--- config.mk ---
export PLATFORM = sky130hd
export DESIGN_NAME = fetch_unit
export DESIGN_NICKNAME = d
export VERILOG_FILES = /design/src/rtl/fetch_unit_pkg.sv /design/src/rtl/fetch_buf.sv /design/src/rtl/fetch_unit.sv
export SDC_FILE = /design/constraint.sdc
export NUM_CORES = 1
export LEC_CHECK = 0
export ABC_CLOCK_PERIOD_IN_PS = 8500
export CAP_MARGIN = 5
export CORE_MARGIN = 2
export CORE_UTILIZATION = 30
export CTS_BUF_LIST = sky130_fd_sc_hd__clkbuf_4
export CTS_CLUSTER_DIAMETER = 40
export DETAILED_ROUTE_END_ITERATION = 10
export GPL_TIMING_DRIVEN = 0
export HOLD_SLACK_MARGIN = 0.06
export PLACE_DENSITY = 0.55
export SLEW_MARGIN = 15
export SYNTH_ARGS = -nofsm -noshare
export SYNTH_HDL_FRONTEND = slang
export SYNTH_SLANG_ARGS = --single-unit
--- constraint.sdc ---
create_clock -name clk -period 8.5 [get_ports clk]
set_clock_uncertainty 0.2 [all_clocks]
set_input_delay 1.7 -clock clk [delete_from_list [all_inputs] [get_ports clk]]
set_output_delay 1.7 -clock clk [all_outputs]
set_load 0.01 [all_outputs]
--- src/rtl/fetch_unit_pkg.sv ---
// Shared constants and helpers for the instruction fetch stage.
package fetch_unit_pkg;

  localparam int          XLEN_DEF     = 32;
  localparam logic [31:0] RESET_PC_DEF = 32'h0000_0000;
  localparam int          INST_BYTES   = 4;

  // Bits needed to hold a count in the range 0..n.
  function automatic int cnt_width(input int n);
    return (n < 1) ? 1 : $clog2(n + 1);
  endfunction

endpackage

--- src/rtl/fetch_buf.sv ---
// Synchronous FIFO used both as the {inst, pc} buffer and as the request-address tag queue.
// Flush has priority over push and pop; a push into a full FIFO is accepted only alongside a pop.
module fetch_buf
  import fetch_unit_pkg::*;
#(
  parameter  int WIDTH = 64,
  parameter  int DEPTH = 2,
  localparam int AW    = (DEPTH > 1) ? $clog2(DEPTH) : 1,
  localparam int CW    = cnt_width(DEPTH)
) (
  input  logic             clk,
  input  logic             rst,
  input  logic             push,
  input  logic [WIDTH-1:0] push_data,
  input  logic             pop,
  input  logic             flush,
  output logic [WIDTH-1:0] pop_data,
  output logic [CW-1:0]    count,
  output logic             full,
  output logic             empty
);

  logic [WIDTH-1:0] mem_q [DEPTH];
  logic [AW-1:0]    wr_ptr_q, wr_ptr_d;
  logic [AW-1:0]    rd_ptr_q, rd_ptr_d;
  logic [CW-1:0]    count_q, count_d;
  logic             do_push, do_pop;

  function automatic logic [AW-1:0] ptr_inc(input logic [AW-1:0] p);
    return (p == AW'(DEPTH - 1)) ? '0 : p + AW'(1);
  endfunction

  assign full     = (count_q == CW'(DEPTH));
  assign empty    = (count_q == '0);
  assign count    = count_q;
  assign pop_data = mem_q[rd_ptr_q];

  always_comb begin
    // NOTE: every *_d gets a default first so no path leaves it unassigned (no latch).
    do_push  = push && (!full || pop);
    do_pop   = pop && !empty;
    wr_ptr_d = wr_ptr_q;
    rd_ptr_d = rd_ptr_q;
    count_d  = count_q;
    if (flush) begin
      wr_ptr_d = '0;
      rd_ptr_d = '0;
      count_d  = '0;
    end else begin
      if (do_push) wr_ptr_d = ptr_inc(wr_ptr_q);
      if (do_pop)  rd_ptr_d = ptr_inc(rd_ptr_q);
      case ({do_push, do_pop})
        2'b10:   count_d = count_q + CW'(1);
        2'b01:   count_d = count_q - CW'(1);
        default: count_d = count_q;
      endcase
    end
  end

  // NOTE: sequential state uses <= so all flops sample pre-edge values together.
  always_ff @(posedge clk or posedge rst) begin
    if (rst) begin
      wr_ptr_q <= '0;
      rd_ptr_q <= '0;
      count_q  <= '0;
    end else begin
      wr_ptr_q <= wr_ptr_d;
      rd_ptr_q <= rd_ptr_d;
      count_q  <= count_d;
    end
  end

  // NOTE: storage is not reset; an entry is only observed behind count, which is.
  always_ff @(posedge clk) begin
    if (do_push && !flush) mem_q[wr_ptr_q] <= push_data;
  end

endmodule

--- src/rtl/fetch_unit.sv ---
// Instruction fetch: owns the PC, issues in-order imem reads, buffers returned words for decode.
// Redirects flush the buffer and mark every in-flight request to be dropped on return.
module fetch_unit
  import fetch_unit_pkg::*;
#(
  parameter int             XLEN      = XLEN_DEF,
  parameter logic [XLEN-1:0] RESET_PC = XLEN'(RESET_PC_DEF),
  parameter int             MAX_OUT   = 2,
  parameter int             BUF_DEPTH = 2
) (
  input  logic            clk,
  input  logic            rst,
  output logic            imem_req_valid,
  input  logic            imem_req_ready,
  output logic [XLEN-1:0] imem_req_addr,
  input  logic            imem_rsp_valid,
  input  logic [XLEN-1:0] imem_rsp_data,
  input  logic            redirect_valid,
  input  logic [XLEN-1:0] redirect_pc,
  output logic            F_valid,
  input  logic            D_ready,
  output logic [XLEN-1:0] F_inst,
  output logic [XLEN-1:0] F_pc
);

  localparam int OW = cnt_width(MAX_OUT);
  localparam int BW = cnt_width(BUF_DEPTH);
  localparam int SW = cnt_width(MAX_OUT + BUF_DEPTH);

  logic [XLEN-1:0]   pc_q, pc_d;
  logic [OW-1:0]     k_q, k_d;
  logic [OW-1:0]     outstanding;
  logic              tag_full, tag_empty;
  logic [XLEN-1:0]   tag_pc;
  logic [BW-1:0]     buf_count;
  logic              buf_full, buf_empty;
  logic [2*XLEN-1:0] buf_head;
  logic              accept, rsp_ok, rsp_keep, pop;
  logic [SW-1:0]     credit_used;

  // The tag queue depth tracks outstanding requests exactly, so its count is O.
  fetch_buf #(.WIDTH(XLEN), .DEPTH(MAX_OUT)) u_tag_fifo (
    .clk       (clk),
    .rst       (rst),
    .push      (accept),
    .push_data (imem_req_addr),
    .pop       (rsp_ok),
    .flush     (1'b0),
    .pop_data  (tag_pc),
    .count     (outstanding),
    .full      (tag_full),
    .empty     (tag_empty)
  );

  fetch_buf #(.WIDTH(2 * XLEN), .DEPTH(BUF_DEPTH)) u_inst_buf (
    .clk       (clk),
    .rst       (rst),
    .push      (rsp_keep),
    .push_data ({imem_rsp_data, tag_pc}),
    .pop       (pop),
    .flush     (redirect_valid),
    .pop_data  (buf_head),
    .count     (buf_count),
    .full      (buf_full),
    .empty     (buf_empty)
  );

  assign rsp_ok   = imem_rsp_valid && !tag_empty;
  assign rsp_keep = rsp_ok && (k_q == '0) && !redirect_valid;
  assign accept   = imem_req_valid && imem_req_ready;
  assign F_valid  = !buf_empty && !redirect_valid;
  assign pop      = F_valid && D_ready;
  assign F_inst   = buf_empty ? '0 : buf_head[2*XLEN-1:XLEN];
  assign F_pc     = buf_empty ? '0 : buf_head[XLEN-1:0];

  // Live in-flight requests plus buffered words must leave room for one more return.
  assign credit_used    = SW'(outstanding) - SW'(k_q) + SW'(buf_count) - SW'(pop);
  assign imem_req_valid = !rst && !redirect_valid && !tag_full && (credit_used < SW'(BUF_DEPTH));
  assign imem_req_addr  = pc_q;

  always_comb begin
    pc_d = pc_q;
    k_d  = k_q;
    if (redirect_valid) begin
      pc_d = redirect_pc;
      k_d  = outstanding - OW'(rsp_ok);
    end else begin
      if (accept) pc_d = pc_q + XLEN'(INST_BYTES);
      if (rsp_ok && (k_q != '0)) k_d = k_q - OW'(1);
    end
  end

  always_ff @(posedge clk or posedge rst) begin
    if (rst) begin
      pc_q <= RESET_PC;
      k_q  <= '0;
    end else begin
      pc_q <= pc_d;
      k_q  <= k_d;
    end
  end

  a_no_orphan_rsp : assert property (@(posedge clk) disable iff (rst)
    !(imem_rsp_valid && tag_empty));
  a_no_overflow : assert property (@(posedge clk) disable iff (rst)
    !(rsp_keep && buf_full && !pop));

endmodule
==> flow_metrics.py, run 1 <==
metrics = {
    "global_route": {
        "grt_pass1_wl_mm": 36.2,
        "grt_max_degree": 31,
        "antenna_found_initial": 1,
        "grt_usage_pct": 14.5,
        "grt_pass1_vias": 6202,
        "grt.overflow.total": 0,
    },
    "setup_path": {
        "critPathMaxFanout": 10,
        "arrival_ns": 5.17,
        "critical_path_required_ns": 6.60,
        "path_cells": "buf_6 > clkbuf_1 > nor2_1 > and2_1 > fa_1 > fa_1 > nand2b_1 > fa_1 > xor2_1 > nand3_1 > nor3_1 > clkdlybuf4s50_1",
        "crit_path_top_delay_cell": "clkdlybuf4s50_1",
        "reg2reg_from": "u_inst_buf.count[0]",
        "reg2reg_to": "u_tag_fifo.mem_q[1][22]",
        "rrSetupSlack_ns": 3.60,
        "critPathMaxStageDelay_ns": 0.57,
        "startpoint_type": "input port",
        "ff2ff_path_depth": 14,
        "end_kind": "primary output",
        "crit_path_frequent_cell": "fa_1",
        "crit_type": "in -> out",
    },
    "layout": {
        "final_util_pct": 40.7,
        "area_delta_synth_final_pct": 33.8,
        "post_layout_nonfiller_instances": 1348,
        "layout-drive-gt1-share_pct": 18.4,
        "nets": 975,
        "fin_area_um2": 12800,
    },
    "floorplan": {
        "start_util_pct": 30.4,
        "die_w_um": 183,
        "io_pins": 168,
        "rows": 65,
        "core-area_um2": 31600,
        "die-area_um2": 33400,
        "die_h_um": 183,
    },
    "sta": {
        "fin_crit_sh_pct": 83.1,
        "hold_viol_final": 0,
        "holdWs_ns": 0.306,
        "max_freq_ghz": 0.141,
        "setup_viol": 0,
        "finalCriticalPeriod_ns": 7.07,
        "worstMarginPinSlew_ns": 0.950,
        "rsz0062_at_grt": "no",
        "relSlewSlack_pct": 36.7,
        "finalMaxSlewViolations": 0,
    },
    "cts": {
        "postCtsSetupBuffers": 0,
        "cts_root_buf": "clkbuf_4",
        "clockBufferDepth": 3,
        "clkTransAtPathRegs_ns": 0.06,
        "clock_latency_ns": 0.64,
        "cts_tree": "done",
        "cts_buffers": 66,
        "cts_resized": 0,
        "cts-hold-fix-buffers": 0,
        "h-tree-depth": 3,
        "cts_sinks": 234,
    },
    "pwr": {
        "p_sw_uw": 910,
        "seq_power_share_pct": 45.4,
        "power_density_nw_per_um2": 253,
        "combPwrFrac_pct": 22.9,
        "ir_drop_v": 0.000158,
        "switching_share_pct": 28.1,
        "cellInternalPower_mw": 2.33,
        "leakage_nw": 4.36,
        "clkPwrFrac_pct": 31.8,
    },
    "flow_run": {
        "drv_cap": 0,
    },
    "detailed_routing": {
        "top_layer_used": "met4",
        "drt_iter0_drc": 307,
        "drt-total-wl_mm": 24.2,
        "wl_met2_mm": 11.6,
        "wl_met1_mm": 10.5,
        "firstDrtPassIters": 4,
        "drc": 0,
        "met3WireLength_mm": 1.47,
        "final_antenna_net_count": 0,
        "wl_per_cell_um": 17.9,
        "vias_per_cell": 4.64,
        "vias": 6252,
    },
    "min_path": {
        "hold_path_end": "u_tag_fifo.mem_q[1][0]",
        "holdCritPathClass": "reg -> reg",
        "worstHoldStart": "imem_req_addr[0]",
        "hold_depth": 0,
    },
    "placement": {
        "dpl_cell_area_um2": 12000,
        "globalplace.congestion": 0.782,
        "place_inst": 1231,
        "port_buffers": 166,
        "dp_hpwl_mm": 17.0,
    },
    "yosys": {
        "synth_edf_count": 192,
        "netlist_area_um2": 9590,
        "syn_nets": 722,
        "ys.flop_type": "edfxtp_1",
        "ys_seq_area_share_pct": 71.1,
        "ys_types": 41,
        "async_reset_ff_share_pct": 17.9,
        "synthCells": 644,
        "yosys_register_bits": 234,
        "postSynthAreaPerCell_um2": 14.9,
        "yosysWarnings": 0,
    },
    "run_status": {
        "outcome": "finished clean",
    },
}
==> cells by family after synthesis <==
logic type	synth area share [%]
flops	71.1
xor+xnor	1.92
compound gates	3.84
buf+inv	1.88
fa+ha+maj	1.36
simple gates	8.91
mux	11.0
==> cell usage after synthesis, types with 2 or more instances <==
| cell type | number | area share [%] |
|---|---|---|
| or4_1 | 9 | 0.70 |
| a21oi_1 | 5 | 0.26 |
| and2_1 | 5 | 0.33 |
| o211ai_1 | 11 | 0.86 |
| mux2i_1 | 65 | 6.8 |
| clkbuf_1 | 23 | 0.90 |
| nor4_1 | 2 | 0.13 |
| o21ai_0 | 19 | 0.99 |
| mux2_2 | 36 | 4.2 |
| nor2_1 | 82 | 3.2 |
| or3_1 | 2 | 0.13 |
| o311ai_0 | 9 | 0.82 |
| xor2_1 | 10 | 0.91 |
| buf_1 | 7 | 0.27 |
| nand4_1 | 8 | 0.52 |
| fa_1 | 4 | 0.84 |
| a221o_1 | 3 | 0.31 |
| edfxtp_1 | 192 | 60 |
| inv_1 | 12 | 0.47 |
| and4_1 | 4 | 0.37 |
| ha_1 | 4 | 0.52 |
| nand3_1 | 20 | 1.0 |
| nand2b_1 | 2 | 0.13 |
| and3_1 | 5 | 0.33 |
| dfrtp_1 | 42 | 11 |
| a22oi_1 | 2 | 0.16 |
| nand2_1 | 32 | 1.3 |
| nor3_1 | 6 | 0.31 |
| xnor2_1 | 11 | 1.0 |
==> placed cells by master (no fill, tap or decap), types with 7 or more instances in the layout <==
cell,n
clkinv_1,8
buf_1,7
nand4_1,8
o21ai_0,19
clkbuf_4,105
inv_1,11
mux2i_1,65
nand2_1,32
xnor2_1,11
xor2_1,10
mux2_2,36
clkdlybuf4s50_1,166
buf_4,13
nor2_1,81
dfrtp_1,42
o311ai_0,9
o211ai_1,11
nand3_1,20
edfxtp_1,192
or4_1,9
clkbuf_1,23
==> flip-flops by register name, summed over array words and instances (netlist names) <==
| register | flops |
|---|---|
| u_inst_buf.mem_q | 128 |
| u_tag_fifo.mem_q | 64 |
| imem_req_addr | 32 |
| k_q | 2 |
| u_inst_buf.count | 2 |
| u_tag_fifo.count | 2 |
| u_inst_buf.rd_ptr_q | 1 |
| u_inst_buf.wr_ptr_q | 1 |
| u_tag_fifo.rd_ptr_q | 1 |
| u_tag_fifo.wr_ptr_q | 1 |
==> metal layers <==
layer	track usage, %	vias to the layer above
li1	-	2966
met4	5.54	0
met5	0	-
met2	23.8	219
met3	3.89	56
met1	18.3	3011
==> area by class of cell <==
type                    instances  area [µm²]
plain buffers                  32         131
multi-input cells             365        2610
repair buffers                185        1860
fillers                      3046       18700
clock buffers                 105         788
well taps                     402         503
flip-flops and latches        234        6820
diodes                          2        5.00
inverters                      13        48.8
clock inverters                10        65.1
==> stage by stage <==
| step | setup TNS (ns) | power [mW] | setup WS [ns] |
|---|---|---|---|
| 2_1_floorplan | 0 | 1.90 | 0.815 |
| 3_3_place_gp | -430.90 | 2.23 | -3.67 |
| 3_5_place_dp | 0 | 2.25 | 1.45 |
| 4_1_cts | 0 | 3.30 | 1.43 |
| 5_1_grt | 0 | 3.44 | 1.11 |
| 6_report | 0 | 3.24 | 1.43 |
==> power by group through the flow <==
stage	clock (mW)	combinational [mW]	sequential, mW
6_report	1.03	0.741	1.47
5_1_grt	1.13	0.824	1.48
4_1_cts	1.07	0.758	1.47
3_5_place_dp	0	0.752	1.49
3_3_place_gp	0	0.724	1.50
2_1_floorplan	0	0.423	1.48
==> how the worst max path moves through the flow <==
stage | startpoint | to | slack, ns | cells past startpoint
after floorplan | imem_rsp_valid | u_inst_buf.mem_q[1][0] | 0.81 | 4
after global placement | imem_rsp_valid | u_inst_buf.mem_q[1][55] | -3.67 | 5
after detailed placement | redirect_valid | imem_req_valid | 1.45 | 12
after CTS | redirect_valid | imem_req_valid | 1.43 | 12
after global routing | redirect_valid | imem_req_valid | 1.11 | 12
final | redirect_valid | imem_req_valid | 1.43 | 12
==> critical path: cells and delay by family <==
kind	cells	cell delay, ns
and+or+nand+nor	5	0.77
xor gates and xnor gates	1	0.18
buffers and inverters	3	1.21
adders and majority gates	3	1.30
(Power assumes the default switching activity.)
==> inputs of run 2 (changes only) <==
--- a/config.mk
+++ b/config.mk
@@ -5,7 +5,7 @@
 export SDC_FILE = /design/constraint.sdc
 export NUM_CORES = 1
 export LEC_CHECK = 0
-export ABC_CLOCK_PERIOD_IN_PS = 8500
+export ABC_CLOCK_PERIOD_IN_PS = 6900
 export CAP_MARGIN = 5
 export CORE_MARGIN = 2
 export CORE_UTILIZATION = 30
==> constraint.sdc (replaced) <==
create_clock -name clk -period 6.9 [get_ports clk]
set_clock_uncertainty 0.2 [all_clocks]
set_input_delay 1.38 -clock clk [delete_from_list [all_inputs] [get_ports clk]]
set_output_delay 1.38 -clock clk [all_outputs]
set_load 0.01 [all_outputs]
==> run 2 against run 1 <==
  * Design area down 0.20%
  * Critical path depth unchanged
  * Via count down 0.48%
==> flow_metrics.py, run 2 (same netlist as run 1, synthesis figures left out) <==
metrics = {
    "run_status": {
        "outcome": "finished clean",
    },
    "layout": {
        "regArea_um2": 6820,
        "regMostFlops": "u_inst_buf.mem_q",
        "layout-drive-gt1-share_pct": 17.6,
        "largest_reg_flops": 128,
        "layout_commonest_cell": "edfxtp_1",
        "fill_cells": 3015,
        "nets": 964,
        "final_util_pct": 40.6,
        "area_delta_synth_final_pct": 33.6,
        "fin_area_um2": 12800,
        "final_cell_mix": "192 x edfxtp_1, 166 x clkdlybuf4s50_1, 100 x clkbuf_4",
        "multi_input_area_um2": 2620,
    },
    "cts": {
        "cts_root_buf": "clkbuf_4",
        "h-tree-depth": 2,
        "postCtsSetupBuffers": 0,
        "clkTransAtPathRegs_ns": 0.07,
        "cts_tree": "done",
        "clock_latency_ns": 0.69,
        "cts_sinks": 234,
        "cts_buffers": 61,
        "cts_resized": 0,
        "clockBufferDepth": 3,
        "cts-hold-fix-buffers": 0,
    },
    "placement": {
        "globalplace.congestion": 0.746,
        "dp_hpwl_mm": 16.9,
        "port_buffers": 166,
        "dpl_cell_area_um2": 12000,
    },
    "sta": {
        "fin_crit_sh_pct": 93.5,
        "holdWs_ns": 0.304,
        "rsz0062_at_grt": "no",
        "finalCriticalPeriod_ns": 6.45,
        "finalMaxSlewViolations": 0,
        "worstMarginPinSlew_ns": 0.987,
        "relSlewSlack_pct": 34.2,
        "hold_viol_final": 0,
        "setup_viol": 0,
        "max_freq_ghz": 0.155,
    },
    "setup_path": {
        "critical_path_required_ns": 5.32,
        "crit_type": "in -> out",
        "startpoint_type": "input port",
        "crit_family": "adder cells",
        "path_cells": "buf_6 > clkbuf_1 > nor2_1 > and2_1 > fa_1 > fa_1 > nand2b_1 > fa_1 > xor2_1 > nand3_1 > nor3_1 > clkdlybuf4s50_1",
        "crit_path_frequent_cell": "fa_1",
        "critPathMaxStageDelay_ns": 0.58,
        "arrival_ns": 4.87,
        "crit_buf_inv": 3,
        "critPathMaxFanout": 10,
        "end_kind": "primary output",
        "crit_path_top_delay_cell": "clkbuf_1",
    },
    "detailed_routing": {
        "drt-total-wl_mm": 24.3,
        "vias_per_cell": 4.66,
        "final_antenna_net_count": 0,
        "drc": 0,
        "vias": 6222,
        "drt_iter0_drc": 336,
        "wl_per_cell_um": 18.2,
        "firstDrtPassIters": 6,
    },
    "global_route": {
        "grt_usage_pct": 14.5,
        "grt_max_degree": 33,
        "antenna_found_initial": 1,
        "grt_pass1_vias": 6196,
        "grt.overflow.total": 0,
        "grt_pass1_wl_mm": 36.6,
    },
    "pwr": {
        "power_density_nw_per_um2": 306,
        "leakage_nw": 4.32,
        "total_power_mw": 3.92,
        "ir_drop_v": 0.000154,
    },
    "floorplan": {
        "die_w_um": 183,
        "io_pins": 168,
        "die_h_um": 183,
        "rows": 65,
        "die-area_um2": 33400,
        "core-area_um2": 31600,
        "start_util_pct": 30.4,
    },
    "min_path": {
        "holdCritPathClass": "reg -> reg",
    },
    "flow_run": {
        "drv_cap": 0,
    },
}
==> run 2: final cells by class <==
| type | instances | area share [%] |
|---|---|---|
| Antenna cell | 1 | 0.0195 |
| Clock buffer | 100 | 5.86 |
| Inverter | 13 | 0.381 |
| Sequential cell | 234 | 53.2 |
| Tap cell | 402 | 3.93 |
| Multi-Input combinational cell | 365 | 20.5 |
| Timing Repair Buffer | 179 | 14.8 |
| Clock inverter | 10 | 0.303 |
| Buffer | 32 | 1.03 |
==> run 2: per-stage QoR <==
| stage | instances | setup WS [ns] | TNS, ns |
|---|---|---|---|
| 2_1_floorplan | 644 | 0.696 | 0 |
| 3_3_place_gp | 1212 | -1.07 | -155.38 |
| 3_5_place_dp | 1225 | 0.453 | 0 |
| 4_1_cts | 1335 | 0.421 | 0 |
| 5_1_grt | 1336 | 0.194 | 0 |
| 6_report | 1336 | 0.448 | 0 |
==> run 2: routing by layer <==
metal  vias up  wire length [µm]  global-route usage, %
li1       2946                 -                      -
met1      3023             10400                   18.5
met2       213             11900                   24.7
met3        40              1500                   3.28
met4         0               448                   4.64
met5         -                 0                      0
==> run 2: final timing paths <==
check                                         start                       to  slack, ns  cells past startpoint
worst min-delay path               imem_req_addr[0]   u_tag_fifo.mem_q[1][0]       0.30                      0
worst min register to register     imem_req_addr[0]   u_tag_fifo.mem_q[1][0]       0.30                      0
worst max-delay path                 redirect_valid           imem_req_valid       0.45                     12
max in group asynchronous                       rst        imem_req_addr[11]       5.16                      3
worst max register to register  u_inst_buf.count[0]  u_tag_fifo.mem_q[0][19]       2.14                     15
min in group asynchronous                       rst      u_tag_fifo.count[0]       0.83                      2
==> run 2: power by group <==
part / switching, mW / internal, mW
Sequential: 0.102 / 1.71
Combinational: 0.474 / 0.443
Clock: 0.547 / 0.647
Total: 1.12 / 2.80
